`src/rtl/crc_frame_stream.sv`:
```
// Streaming CRC framer: passes FRAME_LEN payload bytes, then appends the CRC MSB byte first.
// Define CRC_FRAME_STATS_EN to add the 16-bit frame_count output.
module crc_frame_stream #(
  parameter int              CRC_W      = 8,
  parameter logic [CRC_W-1:0] POLYNOMIAL = 8'h07,
  parameter logic [CRC_W-1:0] INITIAL    = 8'hFF,
  parameter int              FRAME_LEN  = 8,
  parameter int              CNT_W      = 8
) (
  input  logic             clk,
  input  logic             reset,
  input  logic [7:0]       s_data,
  input  logic             s_valid,
  output logic             s_ready,
  output logic [7:0]       m_data,
  output logic             m_valid,
  input  logic             m_ready,
  output logic             m_last,
  output logic [CNT_W-1:0] byte_counter,
`ifdef CRC_FRAME_STATS_EN
  output logic [15:0]      frame_count,
`endif
  output logic [CRC_W-1:0] crc_o
);

  localparam int NB = CRC_W / 8;
  localparam logic [CNT_W-1:0] LAST_PL = CNT_W'(FRAME_LEN - 1);
  localparam logic [CNT_W-1:0] FLEN    = CNT_W'(FRAME_LEN);
  localparam logic [CNT_W-1:0] LAST_K  = CNT_W'(NB - 1);

  typedef enum logic {ST_PAYLOAD, ST_CRC} state_t;

  state_t           state_q, state_d;
  logic [CRC_W-1:0] crc_q;
  logic [CNT_W-1:0] cnt_q;
  logic [CNT_W-1:0] k;
  logic [7:0]       crc_byte;
  logic             fire;

  function automatic logic [CRC_W-1:0] next_crc(
    input logic [CRC_W-1:0] c,
    input logic [7:0]       d
  );
    logic [CRC_W-1:0] r;
    logic             fb;
    r = c;
    for (int i = 7; i >= 0; i--) begin
      fb = r[CRC_W-1] ^ d[i];
      r  = {r[CRC_W-2:0], 1'b0} ^ (fb ? POLYNOMIAL : '0);
    end
    return r;
  endfunction

  // Select the CRC byte for the current tail position, MSB byte first
  always_comb begin
    k        = cnt_q - FLEN;
    crc_byte = '0;
    for (int i = 0; i < NB; i++) begin
      if (k == CNT_W'(i)) crc_byte = crc_q[CRC_W-1-8*i -: 8];
    end
  end

  // State register
  always_ff @(posedge clk or posedge reset) begin
    if (reset) state_q <= ST_PAYLOAD;
    else       state_q <= state_d;
  end

  // Next state and handshake outputs; both sides are held idle in reset
  always_comb begin
    state_d = state_q;
    s_ready = 1'b0;
    m_valid = 1'b0;
    m_data  = s_data;
    m_last  = 1'b0;
    fire    = 1'b0;
    unique case (state_q)
      ST_PAYLOAD: begin
        m_valid = s_valid & ~reset;
        s_ready = m_ready & ~reset;
        fire    = m_valid & m_ready;
        if (fire && cnt_q == LAST_PL) state_d = ST_CRC;
      end
      ST_CRC: begin
        m_valid = ~reset;
        m_data  = crc_byte;
        m_last  = (k == LAST_K);
        fire    = m_valid & m_ready;
        if (fire && m_last) state_d = ST_PAYLOAD;
      end
      default: state_d = ST_PAYLOAD;
    endcase
  end

  // Position counter and CRC accumulator; CRC re-seeds after the last tail byte
  always_ff @(posedge clk or posedge reset) begin
    if (reset) begin
      cnt_q <= '0;
      crc_q <= INITIAL;
    end else if (fire) begin
      if (state_q == ST_PAYLOAD) begin
        crc_q <= next_crc(crc_q, s_data);
        cnt_q <= cnt_q + 1'b1;
      end else if (m_last) begin
        crc_q <= INITIAL;
        cnt_q <= '0;
      end else begin
        cnt_q <= cnt_q + 1'b1;
      end
    end
  end

`ifdef CRC_FRAME_STATS_EN
  logic [15:0] frames_q;

  // Count completed frames, wrapping at 16 bits
  always_ff @(posedge clk or posedge reset) begin
    if (reset)              frames_q <= '0;
    else if (fire && m_last) frames_q <= frames_q + 16'd1;
  end

  assign frame_count = frames_q;
`endif

  assign byte_counter = cnt_q;
  assign crc_o        = crc_q;

endmodule

```
`config.mk`:
```
export PLATFORM = sky130hd
export DESIGN_NAME = crc_frame_stream
export DESIGN_NICKNAME = d
export VERILOG_FILES = /design/src/rtl/crc_frame_stream.sv
export SDC_FILE = /design/constraint.sdc
export NUM_CORES = 1
export LEC_CHECK = 0
export BUFFER_PORTS_ARGS = -buffer_cell sky130_fd_sc_hd__clkbuf_2
export CORE_AREA = 2 2 67 69
export CTS_CLUSTER_DIAMETER = 80
export DETAILED_ROUTE_END_ITERATION = 10
export DIE_AREA = 0 0 69 71
export SYNTH_ARGS = -nofsm -noshare
export SYNTH_HDL_FRONTEND = slang
export SYNTH_SLANG_ARGS = --single-unit
```
`constraint.sdc`:
```
create_clock -name clk -period 2.1 [get_ports clk]
set_clock_uncertainty 0.1 [all_clocks]
set_input_delay 0.21 -clock clk [delete_from_list [all_inputs] [get_ports clk]]
set_output_delay 0.21 -clock clk [all_outputs]
set_load 0.01 [all_outputs]
```
# After elaboration in Yosys (flattened, before gate mapping)
# Cells that the tools add are included.
# classes
reduce_logical	4
eq_ne	2
mux	21
n_addsub	2
bitwise	21
# op_table
cell	n
$xor 8x3->8	8
$mux 8	6
$mux 3	8
$add 8x1->8 const B	1
$eq 8x3->1 const B	1
$logic_not 8->1	1
$sub 8x4->8 const B	1
$xor 1x1->1	8
$pmux 1 s2	3
$mux 1	4
$and 1x1->1	3
$logic_and 1x1->1	2
$ne 2x2->1 const B	1
$not 1->1	2
$reduce_and 2->1	1
# totals
word_cells	53
register_bits	17

# Depth between registers and ports, before layout
# depth
word_depth	25
depth_mapped	8
ltp_nobuf	7

# Worst setup path before layout
# Ideal clock, no wire load.
# synth_path
path_kind	flip-flop to output port
start	register cnt_q[3], in the netlist byte_counter[3]
end	output port m_data[0]
path_slack_ns	0.021
arrival_time_ns	1.769
stages_incl_launch_ff	8
n_path_buf	1
cell_sequence	dfrtp_1 inv_1 ha_1 xor2_1 nor4_1 and4_1 buf_2 a22o_1
# synth_via
elab_chain_cells	4
# synth_lines
element	line_no	source
start: declaration	35	logic [CNT_W-1:0] cnt_q;
start signal: assignment	103	cnt_q <= cnt_q + 1'b1;
start signal: assignment	108	cnt_q <= cnt_q + 1'b1;
$sub 8x4->8	56	k = cnt_q - FLEN;
$logic_not 8->1	59	if (k == CNT_W'(i)) crc_byte = crc_q[CRC_W-1-8*i -: 8];
$mux 8	59	
$mux 8	77	unique case (state_q)
end: declaration	15	output logic [7:0] m_data,
# Every way passes these cells.

# Worst setup path after layout
# layout_path
start	register cnt_q[4], in the netlist byte_counter[4]
end	register crc_q[0], in the netlist crc_o[0]
# layout_via
elab_chain_cells	5
# layout_lines
element	line_no	source
$sub 8x4->8	56	
$logic_not 8->1	87	m_last = (k == LAST_K);
$mux 1	77	
$ne 2x2->1 (no line)	n/a	
$reduce_and 2->1 (no line)	n/a	
end signal: assignment	102	crc_q <= next_crc(crc_q, s_data);
end: declaration	34	logic [CRC_W-1:0] crc_q;
# Every way passes these cells.
# A chain may end at the register's enable or synchronous reset.

==> reports/qor.yml <==
floorplan:
  die-area_sq_mm: 0.004899
  rows: 24
  ioPinCount: 39
  die_y_microns: 71
  dieWidth_microns: 69
  start_util_pct: 29.14
  core_sq_mm: 0.004204
sta:
  relSlewSlack_pct: 55.00
  worst_slew_pin_slew_ps: 674.2
  setup_slack_ps: -78.64
  whs_ps: -15.51
  rsz0062_at_grt: "yes"
  fin_crit_ps: 2179
  slew_violations: 0
  finalSetupViolCount: 13
  post-route-period-util_pct: 103.7
  fmax_mhz: 459.0
  hold_viol_final: 9
synth:
  synth.top_cell.area_share_pct: 18.39
  synth.avg_cell_area_sq_um: 9.959
  synthAdderAreaFrac_pct: 4.086
  synth_common_cells: "xnor2_1 (16), nor2_1 (10), dfrtp_1 (9), xor2_1 (9), dfstp_2 (8)"
  synth_ff_type: "dfrtp_1"
  synthMuxAreaShare_pct: 0
  synth_simple_gate_area_share_pct: 17.67
  synthXorXnorAreaFrac_pct: 25.33
  syn_nets: 139
  synth_warnings: 0
  synth-seq-area-share_pct: 35.55
  synth-edff-count: 0
  yosysTopAreaCell: "dfrtp_1"
  synth_top_family_by_area: "XOR/XNOR gates"
  synth_compound_area_share_pct: 14.50
  synth_area_sq_mm: 0.001225
  synthCells: 123
  synth.most_common_cell: "xnor2_1"
  ys_seq_elements: 17
  synth.area.top_cells: "dfrtp_1 (18%), dfstp_2 (17%), xnor2_1 (11%)"
  synthArstFlopShare_pct: 100.0
  yosysUniqueCellTypes: 38
run:
  cap_violations: 0
place:
  place.gp.congestion: 0.8338
  numPortBuffers: 38
  dpl_worst_slack_ps: 38.91
  hpwl_mm: 2.277
  placed_cells_incl_taps: 216
critical_path:
  worst_setup_path_end_kind: "register"
  critPathLaunch: "byte_counter[4]"
  cp.arrival_ps: 2260
  path_max_fanout: 6
  startpoint_type: "register"
  crit_type: "reg -> reg"
  crit-reg2reg-launch: "byte_counter[4]"
  r2r_slack_ps: -80
  required_ps: 2180
cts:
  cts_root_buf: "clkbuf_8"
  holdBufCountCts: 0
  cts.htree.levels: 1
  cts_buffers: 3
  clock-sinks: 17
  insertion_delay_ps: 250
  clk_pin_slew_ps: 70
  clk_path_buf_depth: 2
  cts_tree: "done"
drt:
  firstDrtPassIters: 4
  wire_per_inst_microns: 13.16
  vias_per_cell: 4.840
  detailedRoute.firstIterationViolations: 26
  antenna_left: 0
  drc: 0
  wl_mm: 2.962
  num_vias: 1089
cells_and_area:
  layout.nets: 190
  final_cells: 225
  final_util_pct: 39.67
  n_antenna_cell: 0
  drive_above_1_share_pct: 43.93
  area_growth_pct: 36.16
grt:
  top_usage_layer: "met2"
  grt.met1_usage_pct: 16.30
  grt_use_met2_pct: 20.94
  grt_remaining_overflow: 0
  grtUsageTotal_pct: 12.51
  grt_pass1_wl_mm: 5.071
  grt_antenna_before_repair: 0
  grt_pass1_vias: 1117
  grt_max_degree: 18
  met3_usage_pct: 2.991
run_status:
  failed_checks: "negative hold slack, negative setup slack"
  status: "complete, but fails checks"
pwr:
  p_per_area_mw_per_mm2: 1238
  leakage_nw: 0.7946
  vdd_drop_max_mv: 0.5666
worst_hold_path:
  hold_path.class: "in -> async"
-- critical path, cell delays in order (launching register included) --
cell and delay (ps):
dfrtp_1 380, inv_1 60, ha_2 180, xor2_2 180, nor4_4 70, buf_4 130
buf_4 120, buf_4 120, buf_4 120, a31o_2 250, and2_4 190, o211a_1 210
-- cells in the final DEF (no fill, tap or decap), types with 5 or more instances in the layout --
| cell type | synthesis | layout |
|---|---|---|
| xor2_1 | 9 | 8 |
| dfstp_2 | 8 | 8 |
| inv_1 | 5 | 5 |
| nand3_1 | 6 | 6 |
| xnor2_1 | 16 | 16 |
| dfrtp_1 | 9 | 9 |
| buf_4 | 0 | 9 |
| a22o_1 | 7 | 7 |
| clkbuf_2 | 0 | 29 |
| buf_2 | 1 | 8 |
| nand2_1 | 6 | 6 |
| nor2_1 | 10 | 10 |
-- per-stage QoR --
step / setup TNS [ps] / instance area, sq um / power, mW
5_1_grt: -2458 / 1668 / 2.236
3_5_place_dp: 0 / 1513 / 1.697
4_1_cts: -1039 / 1619 / 2.010
6_report: -776.8 / 1668 / 2.064
3_3_place_gp: 0 / 1513 / 1.684
2_1_floorplan: 0 / 1225 / 1.356
-- metal layers --
layer | wire [microns] | part of all wire [%] | up-vias
met5 | 0 | 0 | -
met4 | 30 | 1.0 | 0
met3 | 213 | 7.2 | 3
met2 | 1354 | 46 | 38
met1 | 1363 | 46 | 514
li1 | - | - | 534
-- kinds of logic (layout without fill, tap and decap cells) --
kind of cell             after synthesis  count (layout)
AND/OR/NAND/NOR                       42              42
adder cells (fa/ha/maj)                4               4
AO/OA/AOI/OAI                         22              22
XOR/XNOR                              29              29
flip-flops                            17              17
buffers and inverters                  9              59
-- sequential cells by signal, summed over array words and instances (netlist names) --
signal	cells
byte_counter	8
crc_o	8
state_q	1
-- repair_timing --
action / 4_1_cts / 5_1_grt
resized for setup: 7 / 17
buffers inserted: 5 / 0
pin swaps: 4 / 8
cloned: 0 / 0
setup endpoints to repair: 9 / 17
-- report_power, final --
group / leakage (nW) / internal (mW) / total, mW / switching, mW
clock network: 0.0228 / 0.135 / 0.248 / 0.113
registers: 0.196 / 0.469 / 0.605 / 0.136
logic: 0.576 / 0.627 / 1.21 / 0.585
total: 0.795 / 1.23 / 2.06 / 0.834
-- worst paths after layout --
check	to	cells after the start
min	byte_counter[3]	2
max in group asynchronous	state_q	2
min reg2reg	crc_o[1]	1
max	crc_o[0]	11
max reg2reg	crc_o[0]	11
min in group clk	state_q	3
-- area by class of cell --
type                       count  area, sq um
clock buffer                   4        45.04
sequential                    17        435.4
fill                         448         2536
inverter                       6        22.52
tap                           52        65.06
multi-input combinational     97        813.3
timing repair buffer          49        286.5
Note: power is estimated with default switching activity, not from simulation.
